### src/rtl/mdr_bus_loader_pkg.sv
// mdr_bus_loader shared types and constants.
// State encoding, data_size codes, default timeout.
package mdr_bus_loader_pkg;

  typedef enum logic [1:0] {
    IDLE     = 2'd0,
    MEM_WAIT = 2'd1,
    ERROR    = 2'd2
  } state_t;

  localparam logic WORD = 1'b1;
  localparam logic BYTE = 1'b0;

  localparam int MEM_TIMEOUT_DEF = 15;

  function automatic logic [15:0] sext8(
    input logic [7:0] b
  );
    return {{8{b[7]}}, b};
  endfunction

endpackage

### src/rtl/mdr_bus_loader_if.sv
// Memory read handshake between the MDR loader
// and the memory model.
interface mdr_bus_loader_if #(
  parameter int WIDTH = 16
);
  logic             mem_en;
  logic             mem_r;
  logic [WIDTH-1:0] mem_rdata;

  modport master (
    output mem_en,
    input  mem_r,
    input  mem_rdata
  );

  modport slave (
    input  mem_en,
    output mem_r,
    output mem_rdata
  );
endinterface

### src/rtl/mdr_bus_loader_byte_sext8.sv
// Byte lane select plus 8-to-16 sign extension.
// Shared with the LDB datapath.
module byte_sext8
  import mdr_bus_loader_pkg::*;
(
  input  logic [15:0] word,
  input  logic        sel,
  output logic [15:0] y
);

  // pick the lane, then sign-extend it
  always_comb begin
    y = sel ? sext8(word[15:8]) : sext8(word[7:0]);
  end

endmodule

### src/rtl/mdr_bus_loader.sv
// MDR capture from the shared bus or from memory,
// with bounded memory wait and sticky timeout.
module mdr_bus_loader
  import mdr_bus_loader_pkg::*;
#(
  parameter int WIDTH       = 16,
  parameter int MEM_TIMEOUT = MEM_TIMEOUT_DEF
) (
  input  logic              clk,
  input  logic              reset,
  input  logic [WIDTH-1:0]  bus_in,
  input  logic              ld_mdr,
  input  logic              mio_en,
  input  logic              data_size,
  input  logic              mar0,
  mdr_bus_loader_if.master  mem,
  output logic [WIDTH-1:0]  mdr_out,
  output logic [WIDTH-1:0]  mdr_byte_sext,
  output logic              mdr_valid,
  output logic              busy,
  output logic              timeout_err
);

  localparam int CW = $clog2(MEM_TIMEOUT + 1);
  localparam logic [CW-1:0] TMAX = CW'(MEM_TIMEOUT);

  state_t           state, state_n;
  logic [CW-1:0]    cnt, cnt_n;
  logic [WIDTH-1:0] mdr, mdr_n;
  logic             vld_q, vld_n;

  // state, counter, MDR and valid pulse registers
  always_ff @(posedge clk) begin
    if (reset) begin
      state <= IDLE;
      cnt   <= '0;
      mdr   <= '0;
      vld_q <= 1'b0;
    end else begin
      state <= state_n;
      cnt   <= cnt_n;
      mdr   <= mdr_n;
      vld_q <= vld_n;
    end
  end

  // next state, counter and capture decisions
  always_comb begin
    state_n = state;
    cnt_n   = cnt;
    mdr_n   = mdr;
    vld_n   = 1'b0;
    unique case (state)
      IDLE: begin
        if (ld_mdr && mio_en) begin
          state_n = MEM_WAIT;
          cnt_n   = '0;
        end else if (ld_mdr) begin
          mdr_n = (data_size == WORD) ? bus_in
                : {bus_in[7:0], bus_in[7:0]};
          vld_n = 1'b1;
        end
      end
      MEM_WAIT: begin
        if (mem.mem_r) begin
          mdr_n   = mem.mem_rdata;
          vld_n   = 1'b1;
          state_n = IDLE;
        end else if (cnt == TMAX) begin
          state_n = ERROR;
        end else begin
          cnt_n = cnt + 1'b1;
        end
      end
      ERROR: begin
        state_n = ERROR;
      end
      default: begin
        state_n = IDLE;
      end
    endcase
  end

  // status outputs decoded from state
  always_comb begin
    mem.mem_en  = (state == MEM_WAIT);
    busy        = (state == MEM_WAIT);
    timeout_err = (state == ERROR);
    mdr_out     = mdr;
    mdr_valid   = vld_q & ~reset;
  end

  byte_sext8 u_sext (
    .word (mdr),
    .sel  (mar0),
    .y    (mdr_byte_sext)
  );

endmodule

### src/flat_wrapper.sv
// flat-port wrapper written by rule: the top's interface ports become plain ports
module mdr_bus_loader_flat import mdr_bus_loader_pkg::*;
#(
  parameter int WIDTH       = 16,
  parameter int MEM_TIMEOUT = MEM_TIMEOUT_DEF
)
  (clk, reset, bus_in, ld_mdr, mio_en, data_size, mar0, mdr_out, mdr_byte_sext, mdr_valid, busy, timeout_err, mem_mem_en, mem_mem_r, mem_mem_rdata);
  mdr_bus_loader_if #(.WIDTH(WIDTH)) mem_i ();
  input  logic clk;
  input  logic reset;
  input  logic [WIDTH-1:0] bus_in;
  input  logic ld_mdr;
  input  logic mio_en;
  input  logic data_size;
  input  logic mar0;
  output logic [WIDTH-1:0] mdr_out;
  output logic [WIDTH-1:0] mdr_byte_sext;
  output logic mdr_valid;
  output logic busy;
  output logic timeout_err;
  output wire logic [$bits(mem_i.mem_en)-1:0] mem_mem_en;
  input wire logic [$bits(mem_i.mem_r)-1:0] mem_mem_r;
  input wire logic [$bits(mem_i.mem_rdata)-1:0] mem_mem_rdata;
  assign mem_mem_en = mem_i.mem_en;
  assign mem_i.mem_r = mem_mem_r;
  assign mem_i.mem_rdata = mem_mem_rdata;
  mdr_bus_loader #(.WIDTH(WIDTH), .MEM_TIMEOUT(MEM_TIMEOUT)) u_core (.clk(clk), .reset(reset), .bus_in(bus_in), .ld_mdr(ld_mdr), .mio_en(mio_en), .data_size(data_size), .mar0(mar0), .mem(mem_i), .mdr_out(mdr_out), .mdr_byte_sext(mdr_byte_sext), .mdr_valid(mdr_valid), .busy(busy), .timeout_err(timeout_err));
endmodule
### config.mk
export PLATFORM = sky130hd
export DESIGN_NAME = mdr_bus_loader_flat
export DESIGN_NICKNAME = d
export VERILOG_FILES = /design/src/rtl/mdr_bus_loader_pkg.sv /design/src/rtl/mdr_bus_loader_if.sv /design/src/rtl/mdr_bus_loader_byte_sext8.sv /design/src/rtl/mdr_bus_loader.sv /design/src/flat_wrapper.sv
export SDC_FILE = /design/constraint.sdc
export NUM_CORES = 1
export LEC_CHECK = 0
export BUFFER_PORTS_ARGS = -buffer_cell sky130_fd_sc_hd__buf_2
export CAP_MARGIN = 20
export CORE_MARGIN = 2
export CORE_UTILIZATION = 40
export DETAILED_ROUTE_END_ITERATION = 6
export PLACE_DENSITY = 0.84
export SYNTH_ARGS = -nofsm -noshare
export SYNTH_HDL_FRONTEND = slang
export SYNTH_SLANG_ARGS = --single-unit
### constraint.sdc
create_clock -name clk -period 1.3 [get_ports clk]
set_input_delay 0.195 -clock clk [delete_from_list [all_inputs] [get_ports clk]]
set_output_delay 0.195 -clock clk [all_outputs]
set_load 0.02 [all_outputs]
==> reports/qor.yml, run 1 <==
outcome:
  status: "finished with violations"
  violations: "negative setup slack"
synth:
  ys_seq_elements: 23
  synth.distinct_cells: 38
  synth.area.top_cells: "dfxtp_1, nand2_1, mux2_2"
  synth_cells: 157
  synth_nets: 197
  yosysTopAreaCell: "dfxtp_1"
  syn_area_mm2: 0.00136
  ys_seq_area_share_pct: 33.9
  ys.warnings.count: 0
  synth_top_cell_area_share_pct: 33.9
  syn_avg_cell_area_um2: 8.65
timing:
  worst_slew_pin_slew_ns: 0.427
  hold_viol_final: 0
  fin_crit_ns: 1.43
  slew_violations: 0
  fin_tns_setup_ns: -1.18
  setup_viol: 33
  layout_setup_ws_ns: -0.133
  fin_crit_sh_pct: 110
  skew_ns: 0.00612
  relSlewSlack_pct: 71.5
  clock.fmax_mhz: 698
  rsz0062_at_grt: "true"
floorplan:
  die_h_um: 62.3
  die_area_mm2: 0.00388
  coreArea_mm2: 0.00328
  rows: 21
  die_w_um: 62.3
  io_pins: 75
  initial_core_util_pct: 41.3
worst_setup_path:
  cp_data_arrival_time_ns: 1.65
  crit_chain: "and3b_2 -> or2_4 -> buf_6 -> a311oi_1"
  cp_data_required_time_ns: 1.51
  crit_start: "u_core.state[1]"
  crit_path_top_delay_cell: "dfxtp_4"
  r2r_start: "u_core.state[1]"
  end_kind: "register"
  max_stage_delay_ns: 0.41
  crit_family: "simple AND/OR/NAND/NOR gates"
  cp_max_fo: 7
  timing_worst_setup_path_type: "reg2reg"
  worst-path-buf-inv: 1
  start_kind: "register"
clock_tree:
  numCtsBuffers: 3
  cts-root-buf: "clkbuf_4"
  clk-insertion-delay-late_ns: 0.31
  cts.sinks: 23
  path_clk_slew_ns: 0.14
  cts_tree: "done"
  htreeDepth: 1
  cts_buffer_depth: 2
detailed_routing:
  routed_via_density: 5.52
  dr.first_iter.drc_count: 80
  first_pass_iters: 4
  vias: 1612
  wl_per_cell_um: 16.8
  totalWireLength_um: 4910
  ant_nets: 0
  drc_errors: 0
place:
  post-place-cells: 270
  dp_hpwl_um: 2780
  routabilityCongestion: 0.799
  pre_cts_ws_ns: -0.0652
  port_buffers: 74
power_and_ir_drop:
  p_switching_mw: 0.657
  combPwrFrac_pct: 39.9
  p_total_mw: 1.90
  pwr-share-clk_pct: 18.3
  p_seq_share_pct: 41.8
  power.density_mw_per_mm2: 833
  p_int_mw: 1.24
  swShare_pct: 34.7
  peakVddDrop_v: 0.000564
  power_leakage_nw: 1.03
global_route:
  grt.overflow.total: 0
  grt_max_degree: 17
  antenna_found_initial: 0
  grt_use_total_pct: 23.1
  grt_pass1_vias: 1506
  grt_pass1_wl_um: 7220
layout:
  diodes: 0
  area_growth_pct: 67.6
  fin_cells: 292
  drive_gt1_share_pct: 64.6
  fin_nets: 287
hold_path:
  holdCritPathClass: "in2reg"
  hold_start: "bus_in[3]"
run:
  maxCapViolCount: 0
-- worst paths after layout --
check / to / slack (ns) / cells after the start
max: u_core.mdr_out[2] / -0.13 / 4
min reg2reg: u_core.cnt[1] / 0.49 / 2
max reg2reg: u_core.mdr_out[2] / -0.13 / 4
min: u_core.mdr_out[3] / 0.14 / 3
-- metal layers --
| metal | track usage [%] | share of wire, % |
|---|---|---|
| met3 | 3.62 | 6.4 |
| met5 | 0 | 0 |
| met1 | 27.3 | 39 |
| met4 | 7.22 | 2.4 |
| met2 | 42.8 | 52 |
-- cell type report --
cell class	instances	area, µm²
Sequential cell	23	485
Fill cell	249	1010
Inverter	5	21.3
Clock inverter	1	5.00
Clock buffer	3	22.5
Multi-Input combinational cell	112	913
Timing Repair Buffer	102	769
Tap cell	46	57.6
-- Yosys cell counts --
cell type,count
inv_1,4
a311oi_2,1
nand3_1,3
nor4b_4,1
mux2_2,8
dfxtp_1,23
a311oi_4,1
or2_1,1
buf_6,2
ha_1,1
nand4_1,1
nand2_1,26
or3_1,1
nor3_1,8
and2b_1,1
o21a_1,1
nor2_1,9
a31oi_1,1
buf_4,9
and2_1,1
nand2b_1,1
or4bb_1,1
inv_2,1
o21ai_2,1
a311oi_1,7
a2bb2oi_1,1
nor2b_1,9
and3b_1,1
o211ai_1,1
buf_8,1
o32ai_1,8
o21ai_0,2
a21oi_1,2
a211oi_1,9
or3b_1,1
clkbuf_1,4
nor3b_1,1
buf_2,3
-- cells in the final DEF (no fill, tap or decap), types with 2 or more instances in the layout --
| cell | synthesis | layout |
|---|---|---|
| nor2_1 | 9 | 9 |
| dfxtp_4 | 0 | 2 |
| buf_6 | 2 | 29 |
| nand3_2 | 0 | 2 |
| a21oi_1 | 2 | 2 |
| buf_2 | 3 | 54 |
| a311oi_1 | 7 | 5 |
| a211oi_2 | 0 | 6 |
| a311oi_2 | 1 | 3 |
| clkbuf_4 | 0 | 3 |
| o32ai_2 | 0 | 5 |
| nor2b_1 | 9 | 9 |
| dfxtp_1 | 23 | 7 |
| dfxtp_2 | 0 | 14 |
| mux2_2 | 8 | 4 |
| inv_1 | 4 | 4 |
| buf_4 | 9 | 17 |
| a211oi_1 | 9 | 2 |
| nor3_1 | 8 | 8 |
| o32ai_1 | 8 | 3 |
| mux2_4 | 0 | 5 |
| nand2_1 | 26 | 26 |
-- state kept, by name, summed over array words and instances, names as in the netlist --
name,count
u_core.cnt,4
u_core.vld_q,1
u_core.state,2
u_core.mdr_out,16
-- repair_timing --
item | 4_1_cts | 5_1_grt
buffers inserted | 9 | 5
hold buffers | 0 | 0
pin swaps | 10 | 7
cloned | 3 | 1
endpoints found under the setup margin | 32 | 40
resized for setup | 57 | 40
-- cell families (layout without fill, tap and decap cells) --
group	after synthesis	in the layout	synth area share (%)
flip-flops	23	23	33.9
adder cells (fa/ha/maj)	1	1	0.922
multiplexers	8	9	6.64
AND/OR/NAND/NOR	66	66	25.2
AO/OA/AOI/OAI	35	36	22.0
buffers and inverters	24	111	11.3
-- power groups by stage --
stage               Sequential [mW]  Clock, mW  Combinational, mW
floorplan                     0.844          0              0.313
global placement              0.799          0              0.520
detailed placement            0.800          0              0.528
CTS                           0.783      0.340              0.654
global route                  0.799      0.380              0.794
finish                        0.793      0.347              0.756
-- per-stage QoR --
step | area (µm²) | hold WS [ns] | utilization (%)
floorplan | 1360 | 0.267 | -
global placement | 1760 | 0.467 | 53.4
detailed placement | 1760 | 0.474 | 53.4
CTS | 2090 | 0.135 | 63.6
global route | 2270 | 0.138 | 69.3
finish | 2270 | 0.144 | 69.3
-- worst register-to-register path, stage by stage, from the launching register on --
cell and delay [ns]:
dfxtp_4 0.41, and3b_2 0.24, or2_4 0.27, buf_6 0.15, a311oi_1 0.27
Power figures use the tool's default switching activity.
==> run 2: changes to the inputs <==
--- a/config.mk
+++ b/config.mk
@@ -8,9 +8,9 @@
 export BUFFER_PORTS_ARGS = -buffer_cell sky130_fd_sc_hd__buf_2
 export CAP_MARGIN = 20
 export CORE_MARGIN = 2
-export CORE_UTILIZATION = 40
+export CORE_UTILIZATION = 31
 export DETAILED_ROUTE_END_ITERATION = 6
-export PLACE_DENSITY = 0.84
+export PLACE_DENSITY = 0.7
 export SYNTH_ARGS = -nofsm -noshare
 export SYNTH_HDL_FRONTEND = slang
 export SYNTH_SLANG_ARGS = --single-unit
==> reports/qor.yml, run 2 (synthesized netlist as in run 1, its figures left out) <==
power_and_ir_drop:
  power.density_mw_per_mm2: 883  # +5.9%
  peakVddDrop_v: 0.000563  # -0.20%
  p_total_mw: 1.88  # -0.80%
  power_leakage_nw: 0.963  # -6.5%
worst_setup_path:
  start_kind: "register"
  timing_worst_setup_path_type: "reg2reg"
  crit_top_cell: "buf_6"
  r2r_end: "u_core.cnt[3]"
  cp_data_required_time_ns: 1.45  # -0.06 ns
  worst-r2r-setup-slack_ns: -0.12  # about the same
  crit_path_top_delay_cell: "or4bb_4"
  cp_data_arrival_time_ns: 1.57  # -0.08 ns
  r2r_start: "u_core.state[0]"
  worst-path-buf-inv: 2  # +1
  cp.depth: 5  # +1
  crit_chain: "buf_6 -> or4bb_4 -> buf_6 -> nand3_2 -> a31oi_1"
  crit_start: "u_core.state[0]"
  r2r_cells: 5  # +1
  cp_max_fo: 6  # -1
  max_stage_delay_ns: 0.54  # +0.13 ns
  end_kind: "register"
  crit_family: "simple AND/OR/NAND/NOR gates"
  crit_end: "u_core.cnt[3]"
layout:
  largest_register_ffs: 16  # unchanged
  drive_gt1_share_pct: 58.6  # -6.0 points
  final_cell_mix: "buf_2, nand2_1, dfxtp_1"
  diodes: 0  # unchanged
  final_common_cell: "buf_2"
  area_growth_pct: 57.0
  final_area_mm2: 0.00213  # -6.3%
  fin_nets: 278  # -3.1%
  utilization_pct: 49.6  # -20 points
global_route:
  grt_pass1_vias: 1328  # -12%
  grt_max_degree: 17  # unchanged
  antenna_found_initial: 0  # unchanged
  grt_pass1_wl_um: 6470  # -11%
  grt.overflow.total: 0  # unchanged
  grt_use_total_pct: 16.1  # -7.0 points
clock_tree:
  path_clk_slew_ns: 0.08  # -0.06 ns
  htreeDepth: 1  # unchanged
  cts-root-buf: "clkbuf_8"
  cts_tree: "done"
  clk-insertion-delay-late_ns: 0.26  # -0.05 ns
  cts.sinks: 23  # unchanged
  cts_buffer_depth: 2  # unchanged
  numCtsBuffers: 3  # unchanged
  hold_buffers: 0  # unchanged
floorplan:
  initial_core_util_pct: 31.6  # -9.7 points
  die_h_um: 70.2  # +13%
  rows: 24  # +14%
  die_area_mm2: 0.00492  # +27%
  die_w_um: 70.2  # +13%
  io_pins: 75  # unchanged
  coreArea_mm2: 0.00429  # +31%
detailed_routing:
  totalWireLength_um: 4170  # -15%
  ant_nets: 0  # unchanged
  wl_per_cell_um: 14.4  # -14%
  drc_errors: 0  # unchanged
  vias: 1472  # -8.7%
  dr.first_iter.drc_count: 102  # +28%
  routed_via_density: 5.09  # -7.7%
  first_pass_iters: 4  # unchanged
hold_path:
  holdCritPathClass: "in2reg"
  min_path_cells: 3  # unchanged
outcome:
  violations: "negative setup slack"
  status: "finished with violations"
timing:
  clock.fmax_mhz: 704  # +0.91%
  skew_ns: 0.00267  # -0.00345 ns
  relSlewSlack_pct: 74.6  # +3.2 points
  worst_slew_pin_slew_ns: 0.380  # -0.0473 ns
  fin_crit_sh_pct: 109  # -1.0 points
  fin_tns_setup_ns: -0.585  # +0.595 ns
  setup_viol: 12  # -64%
  rsz0062_at_grt: "true"
  slew_violations: 0  # unchanged
  layout_setup_ws_ns: -0.120  # +0.0130 ns
  hold_viol_final: 0  # unchanged
  fin_crit_ns: 1.42  # -0.0130 ns
place:
  placed_area_mm2: 0.00179  # +2.0%
  routabilityCongestion: 0.756  # -5.5%
  port_buffers: 74  # unchanged
  dp_hpwl_um: 2950  # +5.9%
  pre_cts_ws_ns: -0.102  # -0.0372 ns
run:
  maxCapViolCount: 0  # unchanged
[run 2: cell count changes in the layout (fill, tap and decap cells not counted), sizes merged]
cell    change
mux2        -1
buf         -8
clkinv      -1
clkbuf      +1
[run 2: report_power, final]
group | switching [mW] | internal (mW) | total (mW)
registers | 0.0368 | 0.747 | 0.784
clock network | 0.228 | 0.219 | 0.446
logic | 0.353 | 0.297 | 0.651
total | 0.618 | 1.26 | 1.88
[run 2: worst register-to-register path, cell delays in order, from the launching register on]
cell and delay (ns):
dfxtp_4 0.37, buf_6 0.12, or4bb_4 0.54, buf_6 0.15
nand3_2 0.06, a31oi_1 0.07
[run 2: how the worst min path moves through the flow]
stage / startpoint / end / slack, ns
floorplan: reset / u_core.cnt[2] / 0.27
global placement: u_core.cnt[1] / u_core.cnt[1] / 0.47
detailed placement: u_core.mdr_out[14] / u_core.mdr_out[14] / 0.48
CTS: mem_mem_rdata[3] / u_core.mdr_out[3] / 0.20
global route: mem_mem_rdata[2] / u_core.mdr_out[2] / 0.22
finish: mem_mem_rdata[7] / u_core.mdr_out[7] / 0.23
[run 2: timing repair]
| action | CTS | global route |
|---|---|---|
| resized for setup | 15 | 35 |
| cloned | 0 | 2 |
| pin swaps | 0 | 8 |
| buffers inserted | 3 | 2 |
| endpoints found under the setup margin | 23 | 33 |
[run 2: stage by stage]
stage / hold WS [ns] / cells
finish: 0.227 / 289
global route: 0.223 / 289
global placement: 0.473 / 278
CTS: 0.200 / 285
detailed placement: 0.480 / 278
floorplan: 0.267 / 157
[run 2: metal layers]
metal  global-route usage [%]  share of wire (%)  vias up  wire (µm)
met5                        0                  0        -          0
li1                         -                  -      727          -
met1                     20.9                 44      686       1850
met2                     28.1                 49       57       2030
met4                     1.92               0.19        0          8
met3                     3.61                6.7        2        280
[run 2: layout make-up]
type | instances | area (µm²)
fill | 403 | 2160
clock buffer | 4 | 45.0
inverter | 5 | 21.3
multi-input combinational | 111 | 922
sequential | 23 | 469
timing repair buffer | 94 | 608
tap | 52 | 65.1
==> run 3: changes to the inputs <==
==> constraint.sdc (replaced) <==
create_clock -name clk -period 1.3 [get_ports clk]
set_input_delay 0.13 -clock clk [delete_from_list [all_inputs] [get_ports clk]]
set_output_delay 0.13 -clock clk [all_outputs]
set_load 0.02 [all_outputs]
==> reports/qor.yml, run 3 (synthesized netlist as in run 1, its figures left out) <==
detailed_routing:
  vias: 1517  # +3.1%
  dr.first_iter.drc_count: 57  # -44%
  ant_nets: 0  # unchanged
  first_pass_iters: 4  # unchanged
  drc_errors: 0  # unchanged
  routed_via_density: 5.25  # +3.1%
  wl_per_cell_um: 15.3  # +6.0%
  totalWireLength_um: 4420  # +6.0%
layout:
  drive_gt1_share_pct: 58.2  # -0.42 points
  final_common_cell: "buf_2"
  area_growth_pct: 58.0
  fillers: 394  # -2.2%
  fin_cells: 289  # unchanged
  final_cell_mix: "buf_2, nand2_1, dfxtp_1"
  fin_nets: 278  # unchanged
  final_area_mm2: 0.00214  # +0.65%
  diodes: 0  # unchanged
  register_area_um2: 469  # unchanged
  multi_input_area_um2: 946  # +2.6%
  largest_register_ffs: 16  # unchanged
timing:
  setup_viol: 14  # +2
  clock.fmax_mhz: 686  # -2.6%
  slew_violations: 0  # unchanged
  worst_slew_pin_slew_ns: 0.329  # -0.0509 ns
  rsz0062_at_grt: "true"
  skew_ns: 0.000844  # -0.00182 ns
  hold_viol_final: 0  # unchanged
  whs_ns: 0.132  # -0.0948 ns
  fin_crit_ns: 1.46  # +0.0384 ns
  fin_crit_sh_pct: 112  # +3.0 points
  layout_setup_ws_ns: -0.159  # -0.0384 ns
  relSlewSlack_pct: 77.9  # +3.3 points
worst_setup_path:
  cp_data_required_time_ns: 1.45  # about the same
  end_kind: "register"
  crit_path_top_delay_cell: "dfxtp_4"
  start_kind: "register"
  crit_chain: "nor4b_4 -> buf_6 -> buf_8 -> nor3_4 -> a311oi_1"
  max_stage_delay_ns: 0.37  # -0.17 ns
  crit_family: "flip-flops"
  cp_max_fo: 7  # +1
  timing_worst_setup_path_type: "reg2reg"
  cp_data_arrival_time_ns: 1.61  # +0.04 ns
  worst-path-buf-inv: 2  # unchanged
hold_path:
  holdCritPathClass: "in2reg"
global_route:
  grt_pass1_vias: 1420  # +6.9%
  grt_pass1_wl_um: 6640  # +2.8%
  grt.overflow.total: 0  # unchanged
  grt_max_degree: 17  # unchanged
  grt_use_total_pct: 16.6  # +0.52 points
  antenna_found_initial: 0  # unchanged
power_and_ir_drop:
  combPwrFrac_pct: 34.3  # -0.3 points
  p_int_mw: 1.26  # -0.16%
  power.density_mw_per_mm2: 880  # -0.32%
  p_switching_mw: 0.626  # +1.3%
  power_leakage_nw: 0.976  # +1.4%
  peakVddDrop_v: 0.000393  # -30%
  swShare_pct: 33.2  # +0.32 points
  pwr-share-clk_pct: 23.8  # about the same
  p_seq_share_pct: 41.9  # +0.2 points
clock_tree:
  hold_buffers: 0  # unchanged
  cts.sinks: 23  # unchanged
  cts_buffer_depth: 2  # unchanged
  htreeDepth: 1  # unchanged
  cts-root-buf: "clkbuf_8"
  cts_tree: "done"
  numCtsBuffers: 3  # unchanged
  path_clk_slew_ns: 0.08  # about the same
  clk-insertion-delay-late_ns: 0.26  # about the same
floorplan:
  coreArea_mm2: 0.00429  # unchanged
  initial_core_util_pct: 31.6  # unchanged
  die_area_mm2: 0.00492  # unchanged
  die_h_um: 70.2  # unchanged
  rows: 24  # unchanged
  io_pins: 75  # unchanged
  die_w_um: 70.2  # unchanged
outcome:
  status: "finished with violations"
  violations: "negative setup slack"
place:
  port_buffers: 74  # unchanged
  routabilityCongestion: 0.724  # -4.2%
  placed_area_mm2: 0.00178  # -0.42%
  post-place-cells: 277  # -0.36%
  dp_hpwl_um: 2950  # about the same
run:
  maxCapViolCount: 0  # unchanged
[run 3: power groups by stage]
stage | Sequential [mW] | Clock, mW | Combinational, mW
detailed placement | 0.803 | 0 | 0.533
global placement | 0.801 | 0 | 0.529
CTS | 0.786 | 0.464 | 0.572
finish | 0.790 | 0.450 | 0.647
global route | 0.796 | 0.487 | 0.694
floorplan | 0.844 | 0 | 0.313
[run 3: stage by stage]
step / total power [mW] / util (%) / worst slack (ns) / TNS [ns]
3_3_place_gp: 1.33 / 41.5 / -0.0712 / -0.264
5_1_grt: 1.98 / 49.9 / -0.197 / -1.65
2_1_floorplan: 1.16 / - / -0.105 / -0.904
4_1_cts: 1.82 / 45.0 / -0.0638 / -0.295
3_5_place_dp: 1.34 / 41.5 / -0.113 / -0.988
6_report: 1.89 / 49.9 / -0.159 / -0.516
[run 3: metal layers]
| layer | vias up | track usage (%) | share of wire [%] |
|---|---|---|---|
| li1 | 736 | - | - |
| met1 | 718 | 21.3 | 42 |
| met2 | 60 | 29.4 | 51 |
| met3 | 3 | 3.75 | 6.6 |
| met4 | 0 | 1.92 | 0.25 |
| met5 | - | 0 | 0 |
[run 3: what timing repair did]
item	in CTS	in global routing
pin swaps	9	14
gates resized for setup	25	28
cloned	2	1
setup endpoints to repair	23	23
buffers inserted	1	5
[run 3: final cells by class]
class | count | area share, %
Sequential cell | 23 | 21.9
Tap cell | 52 | 3.03
Inverter | 5 | 0.992
Multi-Input combinational cell | 112 | 44.1
Timing Repair Buffer | 93 | 27.9
Clock buffer | 4 | 2.10
[run 3: final timing paths]
kind	startpoint	end	slack, ns	cells past startpoint
worst max-delay path	u_core.state[1]	u_core.mdr_out[5]	-0.16	5
worst max register to register	u_core.state[1]	u_core.mdr_out[5]	-0.16	5
worst min register to register	u_core.cnt[0]	u_core.cnt[0]	0.46	1
worst min-delay path	mem_mem_rdata[2]	u_core.mdr_out[2]	0.13	3
[run 3: worst register-to-register path, stage by stage, from the launching register on]
cell      delay [ns]
dfxtp_4         0.37
nor4b_4         0.26
buf_6           0.18
buf_8           0.15
nor3_4          0.04
a311oi_1        0.34
